## config.mk

```make
export PLATFORM = sky130hd
export DESIGN_NAME = exc_flush_ctrl
export DESIGN_NICKNAME = d
export VERILOG_FILES = /design/src/rtl/exc_flush_ctrl.sv
export SDC_FILE = /design/constraint.sdc
export NUM_CORES = 1
export LEC_CHECK = 0
export ABC_CLOCK_PERIOD_IN_PS = 4700
export CAP_MARGIN = 40
export CORE_AREA = 8 8 158 160
export CTS_CLUSTER_DIAMETER = 150
export DETAILED_ROUTE_END_ITERATION = 7
export DIE_AREA = 0 0 166 168
export HOLD_SLACK_MARGIN = 0.12
export PLACE_DENSITY = 0.67
export SYNTH_ARGS = -nofsm -noshare
export SYNTH_HDL_FRONTEND = slang
export SYNTH_SLANG_ARGS = --single-unit
```

## constraint.sdc

```tcl
create_clock -name clk -period 4.7 [get_ports clk]
set_input_delay 0.94 -clock clk [delete_from_list [all_inputs] [get_ports clk]]
set_output_delay 0.94 -clock clk [all_outputs]
set_load 0.02 [all_outputs]
```

## src/rtl/exc_flush_ctrl.sv

```systemverilog
// Exception/flush sequencer: arbitrates MEM-stage slot events, pulses CSR commits, holds flush+redirect.
// Latency: event sampled at edge N -> pulses in cycle N+1, flush for FLUSH_CYCLES cycles; no backpressure, MEM is squashed while busy.
module exc_flush_ctrl #(
    parameter int unsigned FLUSH_CYCLES = 2,
    parameter logic [6:0]  ECODE_INT    = 7'h00
) (
    input  logic        clk,
    input  logic        rstn,
    input  logic        mem_valid_a,
    input  logic        mem_valid_b,
    input  logic        ecode_we_a,
    input  logic        ecode_we_b,
    input  logic [6:0]  ecode_a,
    input  logic [6:0]  ecode_b,
    input  logic        badv_we_a,
    input  logic        badv_we_b,
    input  logic [31:0] badv_a,
    input  logic [31:0] badv_b,
    input  logic [31:0] pc_a,
    input  logic [31:0] pc_b,
    input  logic        ertn_b,
    input  logic        csr_we_b,
    input  logic        idle_b,
    input  logic        int_pending,
    input  logic [31:0] eentry,
    input  logic [31:0] era,
    output logic        flush,
    output logic [31:0] redirect_pc,
    output logic        exc_we,
    output logic [6:0]  exc_ecode,
    output logic [31:0] exc_era,
    output logic        badv_we,
    output logic [31:0] badv_out,
    output logic        ertn_we,
    output logic        idle_state
);

    localparam int CW = (FLUSH_CYCLES > 1) ? $clog2(FLUSH_CYCLES) : 1;
    localparam logic [CW-1:0] CNT_LOAD = CW'(FLUSH_CYCLES - 1);

    typedef enum logic [1:0] {S_RUN, S_FLUSH, S_IDLE} state_t;

    state_t      state_q, state_d;
    logic [CW-1:0] cnt_q, cnt_d;
    logic        flush_q, flush_d;
    logic [31:0] redirect_q, redirect_d;
    logic        exc_we_q, exc_we_d;
    logic [6:0]  ecode_q, ecode_d;
    logic [31:0] era_q, era_d;
    logic        badv_we_q, badv_we_d;
    logic [31:0] badv_q, badv_d;
    logic        ertn_we_q, ertn_we_d;
    logic        idle_q, idle_d;
    logic        to_idle_q, to_idle_d;
    logic [31:0] idle_pc_q, idle_pc_d;
    logic [31:0] pc_b_inc;
    logic        take;

    assign pc_b_inc = pc_b + 32'd4;

    always_comb begin
        state_d    = state_q;
        cnt_d      = cnt_q;
        flush_d    = flush_q;
        redirect_d = redirect_q;
        exc_we_d   = 1'b0;
        ecode_d    = ecode_q;
        era_d      = era_q;
        badv_we_d  = 1'b0;
        badv_d     = badv_q;
        ertn_we_d  = 1'b0;
        idle_d     = idle_q;
        to_idle_d  = to_idle_q;
        idle_pc_d  = idle_pc_q;
        take       = 1'b0;
        case (state_q)
            S_RUN: begin
                take      = 1'b1;
                to_idle_d = 1'b0;
                if (int_pending && (mem_valid_a || mem_valid_b)) begin
                    exc_we_d   = 1'b1;
                    ecode_d    = ECODE_INT;
                    era_d      = mem_valid_a ? pc_a : pc_b;
                    redirect_d = eentry;
                end else if (mem_valid_a && ecode_we_a) begin
                    exc_we_d   = 1'b1;
                    ecode_d    = ecode_a;
                    era_d      = pc_a;
                    badv_we_d  = badv_we_a;
                    if (badv_we_a) badv_d = badv_a;
                    redirect_d = eentry;
                end else if (mem_valid_b && ecode_we_b) begin
                    exc_we_d   = 1'b1;
                    ecode_d    = ecode_b;
                    era_d      = pc_b;
                    badv_we_d  = badv_we_b;
                    if (badv_we_b) badv_d = badv_b;
                    redirect_d = eentry;
                end else if (mem_valid_b && ertn_b) begin
                    ertn_we_d  = 1'b1;
                    redirect_d = era;
                end else if (mem_valid_b && csr_we_b) begin
                    redirect_d = pc_b_inc;
                end else if (mem_valid_b && idle_b) begin
                    redirect_d = pc_b_inc;
                    to_idle_d  = 1'b1;
                    idle_pc_d  = pc_b_inc;
                end else begin
                    take = 1'b0;
                end
                if (take) begin
                    state_d = S_FLUSH;
                    cnt_d   = CNT_LOAD;
                    flush_d = 1'b1;
                end
            end
            S_FLUSH: begin
                if (cnt_q == '0) begin
                    flush_d = 1'b0;
                    idle_d  = to_idle_q;
                    state_d = to_idle_q ? S_IDLE : S_RUN;
                end else begin
                    cnt_d = cnt_q - 1'b1;
                end
            end
            S_IDLE: begin
                // Wake re-enters FLUSH with to_idle cleared so it drains back to RUN.
                if (int_pending) begin
                    exc_we_d   = 1'b1;
                    ecode_d    = ECODE_INT;
                    era_d      = idle_pc_q;
                    redirect_d = eentry;
                    flush_d    = 1'b1;
                    idle_d     = 1'b0;
                    to_idle_d  = 1'b0;
                    cnt_d      = CNT_LOAD;
                    state_d    = S_FLUSH;
                end
            end
            default: state_d = S_RUN;
        endcase
    end

    always_ff @(posedge clk or negedge rstn) begin
        if (!rstn) begin
            state_q    <= S_RUN;
            cnt_q      <= '0;
            flush_q    <= 1'b0;
            redirect_q <= '0;
            exc_we_q   <= 1'b0;
            ecode_q    <= '0;
            era_q      <= '0;
            badv_we_q  <= 1'b0;
            badv_q     <= '0;
            ertn_we_q  <= 1'b0;
            idle_q     <= 1'b0;
            to_idle_q  <= 1'b0;
            idle_pc_q  <= '0;
        end else begin
            state_q    <= state_d;
            cnt_q      <= cnt_d;
            flush_q    <= flush_d;
            redirect_q <= redirect_d;
            exc_we_q   <= exc_we_d;
            ecode_q    <= ecode_d;
            era_q      <= era_d;
            badv_we_q  <= badv_we_d;
            badv_q     <= badv_d;
            ertn_we_q  <= ertn_we_d;
            idle_q     <= idle_d;
            to_idle_q  <= to_idle_d;
            idle_pc_q  <= idle_pc_d;
        end
    end

    assign flush       = flush_q;
    assign redirect_pc = redirect_q;
    assign exc_we      = exc_we_q;
    assign exc_ecode   = ecode_q;
    assign exc_era     = era_q;
    assign badv_we     = badv_we_q;
    assign badv_out    = badv_q;
    assign ertn_we     = ertn_we_q;
    assign idle_state  = idle_q;

endmodule
```

==> After elaboration in Yosys (flattened, before gate mapping) <==
Cells that the tools add are included.
{ "classes": {"muxes": 64, "addsub": 2, "reduce_logical": 22, "eq_ne": 8, "bitwise": 5} }
{ "op_table": {"columns": ["operator", "count"], "rows": [
  ["two-way mux 32 bit", 16],
  ["case mux 32 bit (2 select lines)", 2],
  ["adder 32 x 3 -> 32 bit (second input constant)", 1],
  ["two-way mux 1 bit", 31],
  ["two-way mux 7 bit", 4],
  ["AND reduction 3 bit", 5],
  ["case mux 7 bit (2 select lines)", 1],
  ["two-way mux 2 bit", 4],
  ["nonzero test 2 bit", 4],
  ["inequality test 7 bit (second input constant)", 1],
  ["AND reduction 7 bit", 1],
  ["logical AND 1 bit", 6],
  ["inequality test 2 bit (second input constant)", 3],
  ["case mux 1 bit (2 select lines)", 3],
  ["case mux 1 bit (3 select lines)", 2],
  ["case mux 2 bit (3 select lines)", 1],
  ["NOT 1 bit", 5],
  ["AND reduction 5 bit", 1],
  ["inequality test 4 bit (second input constant)", 1],
  ["AND reduction 4 bit", 1],
  ["nonzero test 3 bit", 1],
  ["== test 2 x 1 -> 1 bit (second input constant)", 1],
  ["== test 2 bit (second input constant)", 1],
  ["logical NOT 2 bit", 1],
  ["4 further kinds", 4]
]} }
{ "totals": {"in_bits": 218, "register_bits": 144, "wordCells": 114, "output_inout_bits": 108} }

==> Logic depth before layout (Yosys ltp) <==
Gate-level depths: netlist of the first run.
{ "depth": {"ltp_word": 10, "ltp_mapped": 10, "depth_no_buf": 7} }

==> Worst setup path before layout of the first run <==
OpenSTA, ideal clock, no wires.
{ "synth_path": {"path_type": "input port to flip-flop", "start": "input port pc_b[7]", "end": "register redirect_q[29] (netlist: redirect_pc[29])", "setup_ps": 150, "path_buffers": 2, "t_required_ps": 4550, "cell_stages": 7, "path_slack_ps": 2176, "arrival_time_ps": 2374, "cell_sequence": "buf_2 nand2_4 or4_4 buf_6 o31a_1 o21ai_1 a41oi_1"} }
{ "synth_via": {"elab_chain_cells": 8} }
{ "synth_rtl": {"columns": ["element", "line_no", "text"], "rows": [
  ["start, declared", "20", "input logic [31:0] pc_b,"],
  ["adder 32 x 3 -> 32 bit *", "59", "assign pc_b_inc = pc_b + 32'd4;"],
  ["two-way mux 32 bit", "104", "end else if (mem_valid_b && idle_b) begin"],
  ["two-way mux 32 bit *", "102", "end else if (mem_valid_b && csr_we_b) begin"],
  ["two-way mux 32 bit *", "99", "end else if (mem_valid_b && ertn_b) begin"],
  ["two-way mux 32 bit *", "92", "end else if (mem_valid_b && ecode_we_b) begin"],
  ["two-way mux 32 bit *", "85", "end else if (mem_valid_a && ecode_we_a) begin"],
  ["two-way mux 32 bit *", "80", "if (int_pending && (mem_valid_a || mem_valid_b)) begin"],
  ["case mux 32 bit (2 select lines) *", "76", "case (state_q)"],
  ["end signal, assigned", "163", "redirect_q <= redirect_d;"],
  ["end, declared", "46", "logic [31:0] redirect_q, redirect_d;"]
]} }
Mark *: on every way between the ends. The rest lies on a longest branch, timed or not. The select of a mux whose other input is x is not followed.
A chain may end at the register's enable or synchronous reset.

==> Worst setup path in the final report of the first run <==
{ "layout_path": {"start": "input port mem_valid_b", "end": "register redirect_q[17] (netlist: redirect_pc[17])"} }
{ "layout_via": {"elab_chain_cells": 7, "elab_cells_between_ends": 14, "classes_between": "eq/ne: 1; mux: 6; reduce/logical: 7"} }
{ "layout_rtl": {"columns": ["element", "line_no", "text"], "rows": [
  ["start, declared", "10", "input logic mem_valid_b,"],
  ["logical AND 1 bit", "102", null],
  ["two-way mux 32 bit", "102", null],
  ["two-way mux 32 bit", "99", null],
  ["two-way mux 32 bit", "92", null],
  ["two-way mux 32 bit", "85", null],
  ["two-way mux 32 bit", "80", null],
  ["case mux 32 bit (2 select lines)", "76", null]
]} }
Several ways; a longest one is shown, not always the timed one.

==> results of run 1 <==
## sequential cells by signal, summed over array words and instances, names as in the netlist, 2 cells and up
| register | count |
|---|---|
| idle_pc_q | 32 |
| badv_out | 32 |
| exc_ecode | 7 |
| exc_era | 32 |
| state_q | 2 |
| redirect_pc | 32 |
## how the worst max path moves through the flow
stage | from | endpoint | slack (ns) | depth (start not counted)
3_5_place_dp | mem_valid_b | redirect_pc[17] | 0.96 | 6
6_report | mem_valid_b | redirect_pc[17] | 1.37 | 6
3_3_place_gp | mem_valid_b | redirect_pc[17] | 1.01 | 6
2_1_floorplan | pc_b[7] | redirect_pc[29] | 2.18 | 7
4_1_cts | mem_valid_b | redirect_pc[17] | 1.41 | 6
5_1_grt | mem_valid_b | redirect_pc[17] | 1.22 | 6
## synth_stat cells, drive strengths merged (3+ instances only)
library cell / instances
nor4: 13
a21oi: 103
inv: 13
buf: 17
and3: 7
a41oi: 7
o21a: 4
mux2i: 74
nand4: 13
nor3: 10
a22o: 3
or3: 5
o31a: 3
dfrtp: 144
o21ai: 78
and4: 3
xnor2: 15
mux2: 6
a211oi: 5
nor2: 97
o31ai: 11
nand2: 111
ha: 5
a22oi: 6
xor2: 8
clkbuf: 46
o211ai: 6
nand3: 25
a21o: 7
## metal layers
metal  vias to the layer above  routed length [um]  track usage [%]
met5                         -                  11                0
met3                        37                2629            7.881
li1                       3655                   -                -
met2                       313               14730            36.64
met1                      3562               12480            25.34
met4                         2                 825            7.905
## cells by family (layout without fill, tap and decap cells)
logic type / after synthesis / count (layout) / share of synthesized area (%)
AND/OR/NAND/NOR: 290 / 290 / 17.54
buffers and inverters: 76 / 384 / 3.952
multiplexers: 80 / 80 / 10.46
adder cells (fa/ha/maj): 5 / 5 / 0.8098
AO/OA/AOI/OAI: 242 / 242 / 17.98
XOR/XNOR: 23 / 23 / 2.608
flip-flops: 144 / 144 / 46.65
other: 0 / 1 / 0
## area by class of cell
cell class,count,area [um2]
clock buffer,17,425.4
inverter,13,48.80
sequential,144,3603
multi-input combinational,640,3875
fill,2059,10490
tap,285,356.6
antenna,1,2.502
timing repair buffer,339,3395
clock inverter,15,172.7
## cells in the final DEF, fill, tap and decap left out, drive strengths merged, types with 17 or more instances in the layout
master and count:
a21oi 103, nand3 25, inv 23, nor2 97, clkdlybuf4s50 324, o21ai 78
clkbuf 17, nand2 111, mux2i 74, dfrtp 144
## power breakdown
group	switching [W]	total, W	internal [W]
logic	0.00160	0.00294	0.00134
clock network	0.000605	0.00141	0.000804
registers	0.000302	0.00209	0.00179
total	0.00251	0.00644	0.00393
## metrics by stage
| stage | worst slack, ns | power [W] | util, % |
|---|---|---|---|
| floorplan | 2.176 | 0.003529 | - |
| global placement | 1.009 | 0.005041 | 50.41 |
| detailed placement | 0.9641 | 0.005090 | 50.43 |
| CTS | 1.406 | 0.006522 | 53.10 |
| global route | 1.222 | 0.006850 | 53.11 |
| finish | 1.370 | 0.006440 | 53.11 |
==> results by group, run 1 <==
Yosys
  • Syn_area_per_cell: 8.982 um2
  • Post-synth top area cell: dfrtp_1
  • Yosys top cell area share: 46.65%
  • Register area share after synthesis: 46.65%
  • Synth warnings: 0
  • Yosys reg bits: 144
  • Yosys cell types: 50
  • Post-synth ARST share: 100.0%
  • Post-Syn Instances: 860
  • Syn Std Cell Area: 7725 um2
  • Synth top area cells: dfrtp_1 47%, mux2i_1 9.6%, a21oi_1 6.7%
  • Synthesized net count: 1083
  • Most used flip-flop cell after synthesis: dfrtp_1
  • Number of synthesized flops with an enable pin: 0

Timing
  • Hold Violations, Final: 0
  • Final setup vio count: 0
  • RSZ-0062 raised after global routing: no
  • Sum of negative setup slack: 0 ns
  • Final Max Tran Viols: 0
  • Hold WS: 0.4765 ns
  • Final Cycle Share: 70.85%
  • Worst-Margin Slew: 0.8377 ns
  • Maximum operating frequency: 300.3 MHz
  • Clock skew: 0.01109 ns
  • Worst rel slew slack: 43.64%
  • Final Critical Period: 3.330 ns

Place
  • Placed Cells: 1421
  • Area after DPL: 11280 um2
  • Routability cong.: 0.8612
  • I/O Buffers: 325
  • HPWL after DPL: 24.05 mm

Die
  • Starting Density: 34.54%
  • Core area: 22370 um2
  • IO Pins: 326
  • Die width: 166 um
  • Die height: 168 um
  • Die ar.: 27890 um2
  • Standard-cell row count: 55

Global route
  • Initial antenna violation count: 2
  • GRT Total Usage: 21.82%
  • Global-route wire length before repair: 47.04 mm
  • Number of global-route vias before repair: 7803
  • Largest net degree at the start of global routing: 82
  • Gr ovfl total: 0

Setup path
  • CP Cell Sequence: clkdlybuf4s50_1 > a22oi_1 > nand3_2 > buf_4 > a211oi_1 > o22ai_1
  • RR Endpoint: redirect_pc[28]
  • Worst Path Required: 5.00 ns
  • Critical-path maximum fanout: 31
  • CP max stage cell: nand3_2
  • Reg2Reg Launch Point: state_q[0]
  • Crit Path Class: in -> reg
  • CP Capture Type: flop
  • Startpoint Class: primary input
  • R2r setup slk: 1.63 ns
  • Crit path buf inv count: 2
  • Top delay family on crit path: buffers and inverters
  • FF-to-FF path depth: 8
  • CP arrival: 3.63 ns
  • CP peak stage delay: 0.68 ns

CTS
  • Sink Count: 144
  • Clock Tree Root: clkbuf_16
  • CTS Hold Bufs: 0
  • Max Buffers Root-to-Sink: 2
  • CTS resizes: 0
  • CTS tree: built
  • Worst-Skew Late Latency: 0.43 ns
  • Setup Buffers After CTS: 0
  • CTS Buf Count: 17
  • Depth of the CTS H-tree: 4
  • Clk pin slew, worst setup/hold paths: 0.07 ns

Final layout
  • Finished Cell Area: 11880 um2
  • Nets@finish: 1378
  • Synth-to-layout area growth: 53.77%
  • Layout cells sized above 1: 6.164%
  • Layout Cells excl Fill: 1454

Pwr
  • Pwr/cell area: 542.2 nW/um2
  • Pleak: 5.101 nW
  • Peak VDD IR: 0.0002848 V

Routing
  • Vias: 7569
  • Post-route DRC: 0
  • Routed WL: 30.67 mm
  • WL/cell: 21.10 um
  • Vias per inst: 5.206
  • Drt initial violations: 445
  • Post-DRT Antenna Nets: 0
  • 1st-pass router iterations: 5

Min path
  • Hold Crit Class: in -> async

Job
  • Max-Cap Viols: 0

Outcome
  • Status: finished, final reports clean
Note: power is estimated with default switching activity, not from simulation.
==> run 2, diff against run 1 <==
- ABC_CLOCK_PERIOD_IN_PS: 4700 -> 3300
- clock period: 4.7 -> 3.3 ns (I/O delays scaled with it)
==> run 2 against run 1 <==
Count of clock-buffer cells in the layout did not move. Via count fell by 0.40%. Sequential share of layout area fell by 0.25 points. Largest power group unchanged. Flip-flop and latch count did not move. Hold slack got worse by 0.26 ns. Clock skew fell by 0.0013 ns. Clock power rose by 35%. Combinational power rose by 44%. Worst setup slack got worse by 0.68 ns. Routed wire length rose by 0.72%.
==> results by group, run 2 (same netlist as run 1, synthesis figures left out) <==
Outcome
  • Status: finished, final reports clean

Pwr
  • Combinational power share: 46.4%
  • Switching power total: 0.003600 W
  • Pleak: 5.162 nW
  • Cell-internal power: 0.005495 W
  • Overall Power: 0.009095 W
  • Peak VDD IR: 0.0003660 V
  • Pwr/cell area: 759.3 nW/um2
  • Switching Fraction: 39.58%
  • Flop pwr share: 32.7%
  • Clock network fraction of total power: 20.9%

Die
  • Die height: 168 um
  • Die ar.: 27890 um2
  • Standard-cell row count: 55
  • Core area: 22370 um2
  • Starting Density: 34.54%
  • IO Pins: 326
  • Die width: 166 um

Timing
  • Hold Violations, Final: 0
  • Hold WS: 0.2130 ns
  • Final setup vio count: 0
  • RSZ-0062 raised after global routing: no
  • Sum of negative setup slack: 0 ns
  • Worst rel slew slack: 54.91%
  • Worst-Margin Slew: 0.6763 ns
  • Final Max Tran Viols: 0
  • Final Cycle Share: 79.11%
  • Maximum operating frequency: 383.0 MHz
  • Final Critical Period: 2.611 ns
  • Clock skew: 0.009822 ns

CTS
  • Worst-Skew Late Latency: 0.42 ns
  • Clk pin slew, worst setup/hold paths: 0.07 ns
  • CTS resizes: 0
  • CTS Hold Bufs: 0
  • Setup Buffers After CTS: 0
  • CTS tree: built
  • CTS Buf Count: 17
  • Clock Tree Root: clkbuf_16
  • Max Buffers Root-to-Sink: 2
  • Depth of the CTS H-tree: 4
  • Sink Count: 144

Global route
  • Number of global-route vias before repair: 7858
  • Initial antenna violation count: 3
  • Largest net degree at the start of global routing: 66
  • Gr ovfl total: 0
  • Global-route wire length before repair: 47.19 mm
  • GRT Total Usage: 21.93%

Final layout
  • Nets@finish: 1392
  • Commonest non-fill, non-tap cell in the layout: clkdlybuf4s50_1
  • Layout Cells excl Fill: 1467
  • Leading cell types in the layout, fill and taps excluded: 324 x clkdlybuf4s50_1, 144 x dfrtp_1, 108 x nand2_1
  • Synth-to-layout area growth: 55.07%
  • Layout cells sized above 1: 7.276%
  • # diodes: 0

Place
  • Routability cong.: 0.8917
  • I/O Buffers: 325
  • HPWL after DPL: 24.29 mm
  • Placed Cells: 1435

Routing
  • Vias: 7539
  • Max layer used: met5
  • Post-route DRC: 0
  • WL/cell: 21.06 um
  • Post-DRT Antenna Nets: 0
  • Met3 routed WL: 2.818 mm
  • Vias per inst: 5.139
  • WL met1: 12.34 mm
  • 1st-pass router iterations: 5
  • Routed WL: 30.89 mm
  • Drt initial violations: 432
  • Met2 wire len: 14.81 mm

Setup path
  • Critical-path maximum fanout: 10
  • CP Cell Sequence: clkdlybuf4s50_1 > nand4_2 > or4_4 > o31a_1 > o21ai_1 > a41oi_1
  • Worst Path Required: 3.59 ns
  • CP max stage cell: or4_4
  • Startpoint Class: primary input
  • Reg2Reg Launch Point: state_q[0]
  • Crit Path Class: in -> reg
  • CP arrival: 2.90 ns
  • R2r setup slk: 1.09 ns
  • CP Capture Type: flop
  • RR Endpoint: redirect_pc[28]
  • FF-to-FF path depth: 7
  • CP peak stage delay: 0.64 ns

Job
  • Max-Cap Viols: 0

Min path
  • Hold Crit Class: in -> async
## run 2: cell types whose count changed in the layout (fill, tap and decap cells not counted), sizes merged
cell | previous run | this run
diode | 1 | 0
clkinv | 3 | 2
inv | 23 | 26
buf | 15 | 29
bufinv | 2 | 0
## run 2: power by group through the flow
stage | Combinational (W) | Sequential [W] | Clock (W)
global placement | 0.00424 | 0.00298 | 0
CTS | 0.00429 | 0.00298 | 0.00195
global route | 0.00458 | 0.00307 | 0.00203
finish | 0.00422 | 0.00297 | 0.00190
detailed placement | 0.00428 | 0.00300 | 0
floorplan | 0.00129 | 0.00374 | 0
## run 2: stage by stage
| step | worst slack [ns] | area, um2 | util (%) |
|---|---|---|---|
| floorplan | 1.056 | 7725 | - |
| global placement | 0.3173 | 11410 | 51.02 |
| detailed placement | 0.2600 | 11410 | 51.02 |
| CTS | 0.7134 | 11980 | 53.56 |
| global route | 0.6150 | 11980 | 53.56 |
| finish | 0.6893 | 11980 | 53.56 |
## run 2: critical path: cells and delay by family
kind	cells	cell delay, ns
compound gates	3	0.76
buf+inv	1	0.60
simple gates	2	0.88
## run 2: how the worst max path moves through the flow
stage                        start  depth (start not counted)         endpoint  slack [ns]
after floorplan            pc_b[7]                          7  redirect_pc[29]        1.06
after global placement    pc_b[11]                          6  redirect_pc[25]        0.32
after CTS                  pc_b[8]                          6  redirect_pc[25]        0.71
after detailed placement   pc_b[8]                          6  redirect_pc[25]        0.26
after global routing       pc_b[2]                          8    idle_pc_q[28]        0.62
final                      pc_b[8]                          6  redirect_pc[25]        0.69
## run 2: area by class of cell
type | instances | area (um2)
timing repair buffer | 353 | 3527
tap | 285 | 356.6
fill | 2107 | 10390
sequential | 144 | 3603
inverter | 13 | 48.80
multi-input combinational | 640 | 3875
clock inverter | 15 | 142.6
clock buffer | 17 | 425.4
## run 2: metal layers
layer	GRT usage (%)	vias to the layer above
li1	-	3668
met3	8.115	37
met5	0	-
met1	24.52	3533
met2	37.75	297
met4	8.182	4
==> run 3, diff against run 2 <==
- ABC_CLOCK_PERIOD_IN_PS: 3300 -> 2600
- clock period: 3.3 -> 2.6 ns (I/O delays scaled with it)
==> run 3 against run 2 <==
Clock skew fell by 0.0011 ns. Hold slack improved by 0.26 ns. Power rose by 29%. Design area rose by 3.4%. Largest power group unchanged. Flip-flop and latch count did not move. Die area did not move. Highest routed layer unchanged. Combinational power rose by 30%. Via count rose by 3.6%.
==> results by group, run 3 (same netlist as run 1, synthesis figures left out) <==
Outcome
  • Status: finished, final reports clean

Place
  • HPWL after DPL: 25.22 mm
  • Routability cong.: 0.8610
  • Placed Cells: 1476
  • I/O Buffers: 325
  • Post-Place Worst Slack: -0.05091 ns

Timing
  • Final Cycle Share: 84.34%
  • Final setup vio count: 0
  • Worst-Margin Slew: 0.6517 ns
  • RSZ-0062 raised after global routing: no
  • Clock skew: 0.008742 ns
  • Maximum operating frequency: 456.0 MHz
  • Hold Violations, Final: 0
  • Final Critical Period: 2.193 ns
  • Worst rel slew slack: 56.55%
  • Final Max Tran Viols: 0
  • Final setup margin: 0.4071 ns

Final layout
  • Commonest non-fill, non-tap cell in the layout: clkdlybuf4s50_1
  • Leading cell types in the layout, fill and taps excluded: 324 x clkdlybuf4s50_1, 144 x dfrtp_1, 108 x nand2_1
  • Layout cells sized above 1: 10.21%
  • Nets@finish: 1434
  • Synth-to-layout area growth: 60.30%
  • Layout Cells excl Fill: 1511

Die
  • Standard-cell row count: 55
  • Starting Density: 34.54%
  • IO Pins: 326
  • Die height: 168 um
  • Die ar.: 27890 um2
  • Die width: 166 um
  • Core area: 22370 um2

Global route
  • GRT Total Usage: 22.68%
  • Global-route wire length before repair: 48.72 mm
  • Largest net degree at the start of global routing: 66
  • Number of global-route vias before repair: 8163
  • Gr ovfl total: 0
  • Initial antenna violation count: 5

CTS
  • Depth of the CTS H-tree: 4
  • Worst-Skew Late Latency: 0.42 ns
  • Clk pin slew, worst setup/hold paths: 0.06 ns
  • Sink Count: 144
  • CTS resizes: 0
  • Max Buffers Root-to-Sink: 2
  • Clock Tree Root: clkbuf_16
  • CTS Buf Count: 17
  • Setup Buffers After CTS: 0
  • CTS tree: built

Routing
  • Post-DRT Antenna Nets: 0
  • 1st-pass router iterations: 7
  • Vias per inst: 5.170
  • WL/cell: 21.16 um
  • Vias: 7812
  • Drt initial violations: 388
  • Post-route DRC: 0
  • Routed WL: 31.98 mm

Setup path
  • CP arrival: 2.47 ns
  • Crit Path Class: in -> reg
  • CP Cell Sequence: clkdlybuf4s50_1 > nand4_4 > or4_4 > o31a_1 > o21ai_1 > a41oi_1
  • Worst Path Required: 2.88 ns
  • Startpoint Class: primary input
  • CP max stage cell: or4_4
  • Critical-path maximum fanout: 9
  • Crit path buf inv count: 1
  • CP Capture Type: flop
  • CP peak stage delay: 0.62 ns
  • Top delay family on crit path: simple AND/OR/NAND/NOR gates

Min path
  • Hold Crit Class: reg -> reg

Pwr
  • Pwr/cell area: 949.8 nW/um2
  • Peak VDD IR: 0.0004878 V
  • Overall Power: 0.01176 W
  • Pleak: 5.369 nW

Job
  • Max-Cap Viols: 0
run 3: changes by cell type in the layout (fill, tap and decap cells not counted), moves of 2 or more:
| cell | previous run | this run |
|---|---|---|
| buf_4 | 23 | 59 |
| buf_12 | 5 | 10 |
| inv_8 | 6 | 1 |
| clkinvlp_4 | 0 | 4 |
| inv_6 | 7 | 3 |
| bufinv_16 | 0 | 2 |
| clkbuf_1 | 0 | 2 |
| clkinv_4 | 1 | 3 |
| diode_2 | 0 | 2 |
run 3: layout make-up:
type	instances	area, um2
Fill cell	2053	9982
Timing Repair Buffer	395	3908
Multi-Input combinational cell	640	3875
Sequential cell	144	3603
Clock buffer	19	432.9
Tap cell	285	356.6
Clock inverter	13	153.9
Inverter	13	48.80
Antenna cell	2	5.005
run 3: routing by layer:
layer / up-vias / part of all wire [%] / global-route usage [%]
met5: - / 0.10 / 0
met4: 6 / 3.7 / 9.565
met3: 50 / 9.0 / 8.630
met2: 328 / 48 / 38.74
met1: 3677 / 39 / 25.07
li1: 3751 / - / -
run 3: repair_timing:
item / in CTS / in global routing
endpoints found under the hold margin: 51 / 0
setup endpoints to repair: 0 / 0
hold buffers: 1 / 0
run 3: power breakdown:
group	switching (W)	internal, W	leakage [nW]
registers	0.000566	0.00323	1.74
clock network	0.00103	0.00143	0.273
logic	0.00295	0.00254	3.35
total	0.00455	0.00721	5.37
run 3: stage by stage:
stage | hold slack, ns | instance area (um2) | TNS (ns) | util (%)
2_1_floorplan | 0.2244 | 7725 | 0 | -
3_5_place_dp | 0.4655 | 11780 | -0.08085 | 52.68
6_report | 0.4761 | 12380 | 0 | 55.37
4_1_cts | 0.4792 | 12380 | 0 | 55.35
3_3_place_gp | 0.4592 | 11780 | -0.02372 | 52.68
5_1_grt | 0.5016 | 12380 | 0 | 55.36
run 3: worst min-delay path, delay by kind of cell, from the launching register on:
| family | cells | cell delay (ns) |
|---|---|---|
| AO/OA/AOI/OAI | 1 | 0.06 |
| AND/OR/NAND/NOR | 1 | 0.05 |
| flip-flops | 1 | 0.34 |
run 3: worst paths after layout:
| kind | start | endpoint | slack, ns | depth (start not counted) |
|---|---|---|---|---|
| min in group asynchronous | rstn | exc_era[13] | 0.64 | 2 |
| hold reg to reg | exc_ecode[0] | exc_ecode[0] | 0.48 | 2 |
| max in group asynchronous | rstn | cnt_q | 1.24 | 3 |
| setup reg to reg | state_q[0] | redirect_pc[8] | 0.45 | 7 |
| hold / removal | exc_ecode[0] | exc_ecode[0] | 0.48 | 2 |
| setup / recovery | pc_b[11] | redirect_pc[25] | 0.41 | 6 |
